--- src/rtl/mc_defs.sv ---
// Shared encodings for the multi-cycle MIPS controller: opcodes, funct codes,
// FSM states, datapath select codes and the decoded instruction-class vector.
package mc_defs;

  localparam logic [5:0] OP_RTYPE = 6'h00;
  localparam logic [5:0] OP_J     = 6'h02;
  localparam logic [5:0] OP_JAL   = 6'h03;
  localparam logic [5:0] OP_BEQ   = 6'h04;
  localparam logic [5:0] OP_ORI   = 6'h0D;
  localparam logic [5:0] OP_LUI   = 6'h0F;
  localparam logic [5:0] OP_LW    = 6'h23;
  localparam logic [5:0] OP_SW    = 6'h2B;

  localparam logic [5:0] FN_NOP   = 6'h00;
  localparam logic [5:0] FN_JR    = 6'h08;
  localparam logic [5:0] FN_ADDU  = 6'h21;
  localparam logic [5:0] FN_SUBU  = 6'h23;

  typedef enum logic [3:0] {
    S_FETCH  = 4'd0,
    S_DECODE = 4'd1,
    S_EXE    = 4'd2,
    S_MEM_RD = 4'd3,
    S_MEM_WR = 4'd4,
    S_WB_ALU = 4'd5,
    S_WB_MEM = 4'd6,
    S_BRANCH = 4'd7,
    S_JUMP   = 4'd8
  } state_e;

  localparam logic [2:0] ALU_ADD = 3'b000;
  localparam logic [2:0] ALU_SUB = 3'b001;
  localparam logic [2:0] ALU_OR  = 3'b010;
  localparam logic [2:0] ALU_LUI = 3'b011;

  localparam logic [1:0] NPC_PC4    = 2'b00;
  localparam logic [1:0] NPC_BRANCH = 2'b01;
  localparam logic [1:0] NPC_JUMP   = 2'b10;
  localparam logic [1:0] NPC_RS     = 2'b11;

  localparam logic [1:0] DST_RT = 2'b00;
  localparam logic [1:0] DST_RD = 2'b01;
  localparam logic [1:0] DST_RA = 2'b10;

  localparam logic [1:0] WD_ALU = 2'b00;
  localparam logic [1:0] WD_MEM = 2'b01;
  localparam logic [1:0] WD_PC4 = 2'b10;

  typedef struct packed {
    logic rtype_add;
    logic rtype_sub;
    logic ori;
    logic lui;
    logic lw;
    logic sw;
    logic beq;
    logic j;
    logic jal;
    logic jr;
    logic nop;
    logic illegal;
  } instr_class_t;

endpackage

--- src/rtl/mc_decode.sv ---
// Combinational op/func decoder producing a one-hot instruction class.
module mc_decode
  import mc_defs::*;
(
  input  logic [5:0]   op,
  input  logic [5:0]   func,
  output instr_class_t cls
);

  logic is_r;

  always_comb begin
    is_r          = (op == OP_RTYPE);
    cls           = '0;
    cls.rtype_add = is_r && (func == FN_ADDU);
    cls.rtype_sub = is_r && (func == FN_SUBU);
    cls.jr        = is_r && (func == FN_JR);
    cls.nop       = is_r && (func == FN_NOP);
    cls.ori       = (op == OP_ORI);
    cls.lui       = (op == OP_LUI);
    cls.lw        = (op == OP_LW);
    cls.sw        = (op == OP_SW);
    cls.beq       = (op == OP_BEQ);
    cls.j         = (op == OP_J);
    cls.jal       = (op == OP_JAL);
    // Anything not recognised above is the illegal class, keeping the vector one-hot.
    cls.illegal   = ~(cls.rtype_add | cls.rtype_sub | cls.jr | cls.nop | cls.ori |
                      cls.lui | cls.lw | cls.sw | cls.beq | cls.j | cls.jal);
  end

endmodule

--- src/rtl/mc_controller.sv ---
// Multi-cycle MIPS control FSM: sequences fetch/decode/execute/memory/writeback,
// drives all datapath selects and enables, counts retired instructions.
module mc_controller
  import mc_defs::*;
#(
  parameter int CNT_W = 32
) (
  input  logic             clk,
  input  logic             reset,
  input  logic [5:0]       op,
  input  logic [5:0]       func,
  input  logic             Zero,
  input  logic             mem_ready,
  output logic             IRWrite,
  output logic             PCWrite,
  output logic [1:0]       NPCSel,
  output logic             RegWrite,
  output logic [1:0]       RegDst,
  output logic             ALUSrc,
  output logic             ExtOp,
  output logic [2:0]       ALUCtrl,
  output logic             MemRead,
  output logic             MemWrite,
  output logic [1:0]       MemToReg,
  output logic             illegal,
  output logic [CNT_W-1:0] instr_cnt,
  output logic [3:0]       state
);

  state_e           state_q, state_d;
  logic [5:0]       op_q, op_d, func_q, func_d;
  logic [CNT_W-1:0] cnt_q, cnt_d;
  instr_class_t     cls;

  logic       ir_write_c, pc_write_c, reg_write_c, alu_src_c, ext_op_c;
  logic       mem_read_c, mem_write_c, illegal_c, alu_stage;
  logic [1:0] npc_sel_c, reg_dst_c, mem_to_reg_c;
  logic [2:0] alu_ctrl_c;

  // The decoder sees the live IR fields in DECODE and the captured copy afterwards.
  always_comb begin
    op_d   = op_q;
    func_d = func_q;
    if (state_q == S_DECODE) begin
      op_d   = op;
      func_d = func;
    end
  end

  mc_decode u_decode (
    .op   (op_d),
    .func (func_d),
    .cls  (cls)
  );

  always_comb begin
    state_d = S_FETCH;
    case (state_q)
      S_FETCH:  state_d = S_DECODE;
      S_DECODE: begin
        if (cls.rtype_add | cls.rtype_sub | cls.ori | cls.lui | cls.lw | cls.sw)
          state_d = S_EXE;
        else if (cls.beq)
          state_d = S_BRANCH;
        else if (cls.j | cls.jal | cls.jr | cls.nop | cls.illegal)
          state_d = S_JUMP;
        else
          state_d = S_FETCH;
      end
      S_EXE: begin
        if (cls.lw)      state_d = S_MEM_RD;
        else if (cls.sw) state_d = S_MEM_WR;
        else             state_d = S_WB_ALU;
      end
      S_MEM_RD: state_d = mem_ready ? S_WB_MEM : S_MEM_RD;
      S_MEM_WR: state_d = mem_ready ? S_FETCH  : S_MEM_WR;
      default:  state_d = S_FETCH;
    endcase
  end

  always_comb begin
    ir_write_c   = 1'b0;
    pc_write_c   = 1'b0;
    npc_sel_c    = NPC_PC4;
    reg_write_c  = 1'b0;
    reg_dst_c    = DST_RT;
    alu_src_c    = 1'b0;
    ext_op_c     = 1'b0;
    alu_ctrl_c   = ALU_ADD;
    mem_read_c   = 1'b0;
    mem_write_c  = 1'b0;
    mem_to_reg_c = WD_ALU;
    illegal_c    = 1'b0;

    // ALU setup from EXE stays put until writeback so address and result are stable.
    alu_stage = (state_q == S_EXE) || (state_q == S_MEM_RD) || (state_q == S_MEM_WR) ||
                (state_q == S_WB_ALU) || (state_q == S_WB_MEM);
    if (alu_stage) begin
      if (cls.rtype_sub)  alu_ctrl_c = ALU_SUB;
      else if (cls.ori)   alu_ctrl_c = ALU_OR;
      else if (cls.lui)   alu_ctrl_c = ALU_LUI;
      else                alu_ctrl_c = ALU_ADD;
      alu_src_c = cls.ori | cls.lui | cls.lw | cls.sw;
      ext_op_c  = cls.lw | cls.sw;
    end

    case (state_q)
      S_FETCH:  ir_write_c = 1'b1;
      S_DECODE: illegal_c  = cls.illegal;
      S_MEM_RD: mem_read_c = 1'b1;
      S_MEM_WR: begin
        mem_write_c = 1'b1;
        pc_write_c  = mem_ready;
      end
      S_WB_ALU: begin
        reg_write_c = 1'b1;
        reg_dst_c   = (cls.rtype_add | cls.rtype_sub) ? DST_RD : DST_RT;
        pc_write_c  = 1'b1;
      end
      S_WB_MEM: begin
        reg_write_c  = 1'b1;
        mem_to_reg_c = WD_MEM;
        pc_write_c   = 1'b1;
      end
      S_BRANCH: begin
        alu_ctrl_c = ALU_SUB;
        pc_write_c = 1'b1;
        npc_sel_c  = Zero ? NPC_BRANCH : NPC_PC4;
      end
      S_JUMP: begin
        pc_write_c = 1'b1;
        if (cls.j | cls.jal) npc_sel_c = NPC_JUMP;
        else if (cls.jr)     npc_sel_c = NPC_RS;
        if (cls.jal) begin
          reg_write_c  = 1'b1;
          reg_dst_c    = DST_RA;
          mem_to_reg_c = WD_PC4;
        end
      end
      default: ;
    endcase
  end

  always_comb begin
    cnt_d = cnt_q + {{(CNT_W-1){1'b0}}, pc_write_c};
  end

  always_ff @(posedge clk or negedge reset) begin
    if (!reset) begin
      state_q <= S_FETCH;
      op_q    <= '0;
      func_q  <= '0;
      cnt_q   <= '0;
    end else begin
      state_q <= state_d;
      op_q    <= op_d;
      func_q  <= func_d;
      cnt_q   <= cnt_d;
    end
  end

  // Reset must silence every strobe at once, even though state_q already reads FETCH.
  assign IRWrite   = reset & ir_write_c;
  assign PCWrite   = reset & pc_write_c;
  assign NPCSel    = reset ? npc_sel_c : 2'b00;
  assign RegWrite  = reset & reg_write_c;
  assign RegDst    = reset ? reg_dst_c : 2'b00;
  assign ALUSrc    = reset & alu_src_c;
  assign ExtOp     = reset & ext_op_c;
  assign ALUCtrl   = reset ? alu_ctrl_c : 3'b000;
  assign MemRead   = reset & mem_read_c;
  assign MemWrite  = reset & mem_write_c;
  assign MemToReg  = reset ? mem_to_reg_c : 2'b00;
  assign illegal   = reset & illegal_c;
  assign instr_cnt = cnt_q;
  assign state     = state_q;

endmodule
--- config.mk ---
export PLATFORM = sky130hd
export DESIGN_NAME = mc_controller
export DESIGN_NICKNAME = d
export VERILOG_FILES = /design/src/rtl/mc_defs.sv /design/src/rtl/mc_decode.sv /design/src/rtl/mc_controller.sv
export SDC_FILE = /design/constraint.sdc
export NUM_CORES = 1
export LEC_CHECK = 0
export ABC_CLOCK_PERIOD_IN_PS = 4430
export CAP_MARGIN = 20
export CORE_UTILIZATION = 55
export CTS_BUF_LIST = sky130_fd_sc_hd__clkbuf_4 sky130_fd_sc_hd__clkbuf_8 sky130_fd_sc_hd__clkbuf_16
export DETAILED_ROUTE_END_ITERATION = 10
export DONT_BUFFER_PORTS = 1
export PLACE_DENSITY = 0.77
export SLEW_MARGIN = 0
export SYNTH_ARGS = -nofsm -noshare
export SYNTH_HDL_FRONTEND = slang
export SYNTH_SLANG_ARGS = --single-unit
--- constraint.sdc ---
create_clock -name clk -period 4.43 [get_ports clk]
set_input_delay 0.886 -clock clk [delete_from_list [all_inputs] [get_ports clk]]
set_output_delay 0.886 -clock clk [all_outputs]
set_load 0.1 [all_outputs]
# Word-level counts from Yosys, hierarchy flattened
# Cells that the tools add are included.
# op_classes
n_addsub	1
n_eq_ne	18
n_mux	36
bitwise	31
n_reduce_logical	13
# op_table
operator	count
adder 32 x 1 -> 32 bit	1
== test 6 bit, second input constant	4
OR 1 bit	22
2-to-1 mux 2 bit	10
case mux 4 bit (5 select lines)	1
== test 6 x 4 -> 1 bit, second input constant	3
== test 4 x 3 -> 1 bit, second input constant	4
2-to-1 mux 3 bit	5
== test 6 x 2 -> 1 bit, second input constant	2
logical NOT 6 bit	2
2-to-1 mux 4 bit	3
2-to-1 mux 6 bit	2
case mux 2 bit (2 select lines)	3
2-to-1 mux 1 bit	10
AND 1 bit	8
== test 4 x 2 -> 1 bit, second input constant	2
== test 6 x 3 -> 1 bit, second input constant	1
== test 4 x 1 -> 1 bit, second input constant	1
== test 4 bit, second input constant	1
logical AND 1 bit	4
logical NOT 4 bit	1
logical OR 1 bit	4
case mux 1 bit (2 select lines)	2
OR reduction 4 bit	1
2 further kinds	2
# word_totals
reg_bits	48
output_inout_bits	53
word_cells	103

# Longest topological paths before layout
# depth
ltp_word	20
ltp_mapped	10
depth_no_buf	9

# Modules after synthesis
# Synthesis repeated with hierarchy kept, for this count alone.
# unflattened
cells_unflattened	251
hier_area_um2	2565.0
# modules_own_cells
module	instances	cells_each	area_per_inst_um2	seq_area_each_um2
mc_controller	1	217	2369.8	1201.2
mc_decode	1	34	195.2	0.0

# Worst setup path after synthesis
# OpenSTA, ideal clock, no wires.
# synth_timing
kind	register to output
from	register state_q[0], in the netlist state[0]
to	output illegal
arrival_time_ns	4.993
required_time_ns	3.544
slack_ns	-1.449
stages_incl_launch_ff	7
n_path_buf	3
path_cell_list	dfrtp_1 > buf_2 > nor4b_4 > buf_2 > buf_4 > nand3_1 > nor4bb_1
# synth_via
elab_chain_cells	17
elab_cells_between_ends	32
# synth_lines
item	line	text
start: declaration	mc_controller.sv:30	state_e state_q, state_d;
start signal: assignment	mc_controller.sv:155	state_q <= state_d;
== test 4 x 1 -> 1 bit (*)	mc_controller.sv:44, mc_controller.sv:107	
2-to-1 mux 6 bit	mc_controller.sv:44	if (state_q == S_DECODE) begin
== test 6 bit (tied with other cells)	mc_decode.sv:15	cls.rtype_add = is_r && (func == FN_ADDU);
logical AND 1 bit, on equally long branches	mc_decode.sv:15, mc_decode.sv:16	
OR 1 bit (5 in series)	mc_decode.sv:27	cls.illegal = ~(cls.rtype_add | cls.rtype_sub | cls.jr | cls.nop | cls.ori |
OR 1 bit (5 in series)	mc_decode.sv:28	cls.lui | cls.lw | cls.sw | cls.beq | cls.j | cls.jal);
inverter 1 bit	mc_decode.sv:27	
2-to-1 mux 1 bit (*)	mc_controller.sv:107	case (state_q)
AND 1 bit (*)	mc_controller.sv:174	assign illegal = reset & illegal_c;
end: declaration	mc_controller.sv:25	output logic illegal,
# Mark *: on every way between the ends. The rest lies on a longest branch, timed or not.

# Worst setup path after layout
# layout_timing
from	register state_q[1], in the netlist state[1]
to	output RegWrite
# layout_via
elab_chain_cells	6
elab_cells_between_ends	10
# layout_lines
item	line	text
== test 4 x 1 -> 1 bit	mc_controller.sv:44	
2-to-1 mux 6 bit	mc_controller.sv:44	
== test 6 x 2 -> 1 bit	mc_decode.sv:25	cls.jal = (op == OP_JAL);
2-to-1 mux 1 bit	mc_controller.sv:134	if (cls.jal) begin
case mux 1 bit (2 select lines) (*)	mc_controller.sv:107	
AND 1 bit (*)	mc_controller.sv:166	assign RegWrite = reset & reg_write_c;
end: declaration	mc_controller.sv:17	output logic RegWrite,
# Marked as above.

==> results.cfg <==
[clock_tree]
clock-sinks = 48
h-tree-depth = 2
cts_tree = built
clock_latency_ns = 0.30
cts_resized = 0
cts_hold_buffers = 0
post_cts_buffers = 0
cts_buffers = 5
cts.clk_slew.worst_paths_ns = 0.09
cts_max_path_buffers = 2
cts_root_buf = clkbuf_8

[placement]
dpl_cell_area_um2 = 3200
dp_hpwl_mm = 5.10
globalplace.congestion = 0.971
portBuffers = 0
place_inst = 372

[job]
max_cap_violations = 0

[logic_synthesis]
postSynthCellCount = 287
synth-xor-area-share_pct = 10.0
syn_area_um2 = 2710
yosysTopAreaCell = dfrtp_1
async_flop_share_pct = 100
synth_compound_area_share_pct = 7.67
yosys_warnings = 0
ys_ff_latch = 48
synthFlopType = dfrtp_1
synthTopCellsByArea = dfrtp_1 (44%), nand2_1 (6.9%), xnor2_1 (5.5%)
synth_top_family_by_area = simple AND/OR/NAND/NOR gates
synth-edff-count = 0
synth_top_area_share_pct = 44.4
syn-num-nets = 305
synth.distinct_cells = 57
synth.area.mux_share_pct = 1.62
synthSimpleGateAreaFrac_pct = 32.3
ys_seq_area_share_pct = 44.4
syn_avg_cell_area_um2 = 9.43
yosys.area_share.adder_pct = 0.925

[floorplan]
die_width_um = 72.1
std_cell_rows = 25
dieArea_um2 = 5200
coreArea_um2 = 4720
io_pins = 69
fp.dieH_um = 72.1
start_util_pct = 57.3

[power_and_ir_drop]
power.density_nw_per_um2 = 595
swShare_pct = 48.9
ir_drop_mv = 0.441
p_int_w = 0.00101
finalPower_w = 0.00198
p_clk_share_pct = 19.4
comb_power_share_pct = 44.9
leakage_nw = 1.47
seq_power_share_pct = 35.7
p_sw_w = 0.000970

[cells_and_area]
area_delta_synth_final_pct = 23.2
nNetsFinal = 330
drive_above_1_share_pct = 18.5
diodes = 0
instances_no_fill = 380
fin_area_um2 = 3330

[status]
status = complete, no violations

[critical_path]
cp.buffers_inverters = 2
crit_type = flip-flop to output pin
crit_path_max_fanout = 13
critPathTopFamily = simple AND/OR/NAND/NOR gates
end_kind = output pin
cp.required_ns = 3.54
slowest_stage = nor4b_4
critPathMaxStageDelay_ns = 0.75
arrival_ns = 2.71
cp_cell_sequence = nor4b_4 > buf_4 > nand2_1 > o22a_1 > o22ai_2 > buf_12
start_kind = flip-flop

[grt]
gr-usage-all-layers_pct = 28.3
grt_max_degree = 55
grt_pass1_vias = 2341
grt_pass1_wl_mm = 11.5
globalRoute.totalOverflow = 0
antenna_found_initial = 0

[sta]
rsz0062_at_grt = false
max_freq_mhz = 278
hold_ws_ns = 0.266
worst_pin_slew_ns = 1.04
finalCriticalPeriod_ns = 3.59
final.setup_skew_ns = 0.00710
period_share_pct = 81.1
slew_headroom_pct = 30.7
slew_violations = 0
setup_viol_count_final = 0
final_hold_viol_count = 0

[detailed_routing]
drt_pass1_iterations = 5
drc_errors = 0
routedWlPerCell_um = 18.4
antenna_left = 0
drt_wl_total_mm = 7.00
dr_total_vias = 2362
drt_iter0_markers = 235
viasPerCell = 6.22

[min_path]
min_path_type = primary input to async pin
[power groups by stage]
stage	registers (W)	clock network (W)	logic, W
4_1_cts	0.000705	0.000386	0.000884
6_report	0.000709	0.000384	0.000891
3_5_place_dp	0.000710	0	0.000881
2_1_floorplan	0.000873	0	0.000505
3_3_place_gp	0.000705	0	0.000864
5_1_grt	0.000719	0.000408	0.000945
[placed cells by master (no fill, tap or decap), types with 3 or more instances in the layout]
master	netlist	routed
and2_1	4	4
dfrtp_1	48	48
nor3_2	1	3
mux2_2	3	3
nor2_2	0	3
and3_1	3	3
xnor2_1	17	17
nor4_1	11	11
nor3_1	18	15
buf_4	2	17
or4_1	4	4
nand2_1	50	50
clkbuf_8	0	5
xor2_1	14	14
o21a_1	3	3
inv_1	5	5
buf_12	0	10
nand3_1	18	18
nand4_1	7	7
nor2_1	15	12
nand2b_1	4	4
[Yosys cell counts, types with 3 or more instances]
cell	number
nor3b_1	4
xor2_1	14
nor2_1	15
nor3_1	18
dfrtp_1	48
or4_1	4
buf_2	4
nand4_1	7
and2_1	4
xnor2_1	17
nand2_1	50
nand3_1	18
o21a_1	3
inv_1	5
and3_1	3
mux2_2	3
nand2b_1	4
clkbuf_1	3
nor4_1	11
[worst reg2reg max path, cell delays in order (launching register included)]
cell and delay [ns]:
dfrtp_1 0.53, buf_4 0.46, o31ai_1 0.15, o21ai_0 0.24, ha_1 0.24, ha_1 0.23
nand2_1 0.16, nor4_1 0.71, nand4_1 0.19, xnor2_1 0.19
[worst paths after layout]
path | start | end | slack (ns) | cells after the start
worst max-delay path | state[1] | RegWrite | 0.84 | 6
worst min-delay path | reset | instr_cnt[30] | 0.27 | 0
worst max register to register | state[1] | instr_cnt[18] | 1.19 | 9
worst min register to register | func_q[2] | func_q[2] | 0.49 | 2
max in group asynchronous | reset | func_q[0] | 4.08 | 0
min in group clk | func_q[2] | func_q[2] | 0.49 | 2
[final cells by class]
| cell class | count | area (um^2) |
|---|---|---|
| Tap cell | 67 | 83.8 |
| Multi-Input combinational cell | 223 | 1520 |
| Clock inverter | 3 | 68.8 |
| Clock buffer | 5 | 68.8 |
| Sequential cell | 48 | 1200 |
| Timing Repair Buffer | 29 | 378 |
| Inverter | 5 | 18.8 |
| Fill cell | 346 | 1390 |
[logic make-up after synthesis]
group,count (synthesis)
xor gates and xnor gates,31
DFF,48
buffers and inverters,16
AOI/OAI and AO/OA,27
and+or+nand+nor,158
other,1
adders and majority gates,2
muxes,4
[registers in the layout, summed over array words and instances, names as in the netlist]
name and flops:
op_q 6, func_q 6, instr_cnt 32, state 4
[per-layer routing]
metal	GRT usage, %	vias to the layer above	wire length, um
met5	0	-	0
met4	7.63	0	96
met3	7.36	16	558
met2	45.8	111	3330
met1	37.9	1150	3010
li1	-	1085	-
[metrics by stage]
step                utilization (%)  TNS (ns)  setup slack (ns)
CTS                            70.6         0             0.878
global route                   70.6         0             0.753
global placement               67.7         0              1.25
finish                         70.6         0             0.837
detailed placement             67.7         0              1.22
floorplan                         -    -0.387            -0.379
No activity file was read; power rests on OpenSTA's default activity.
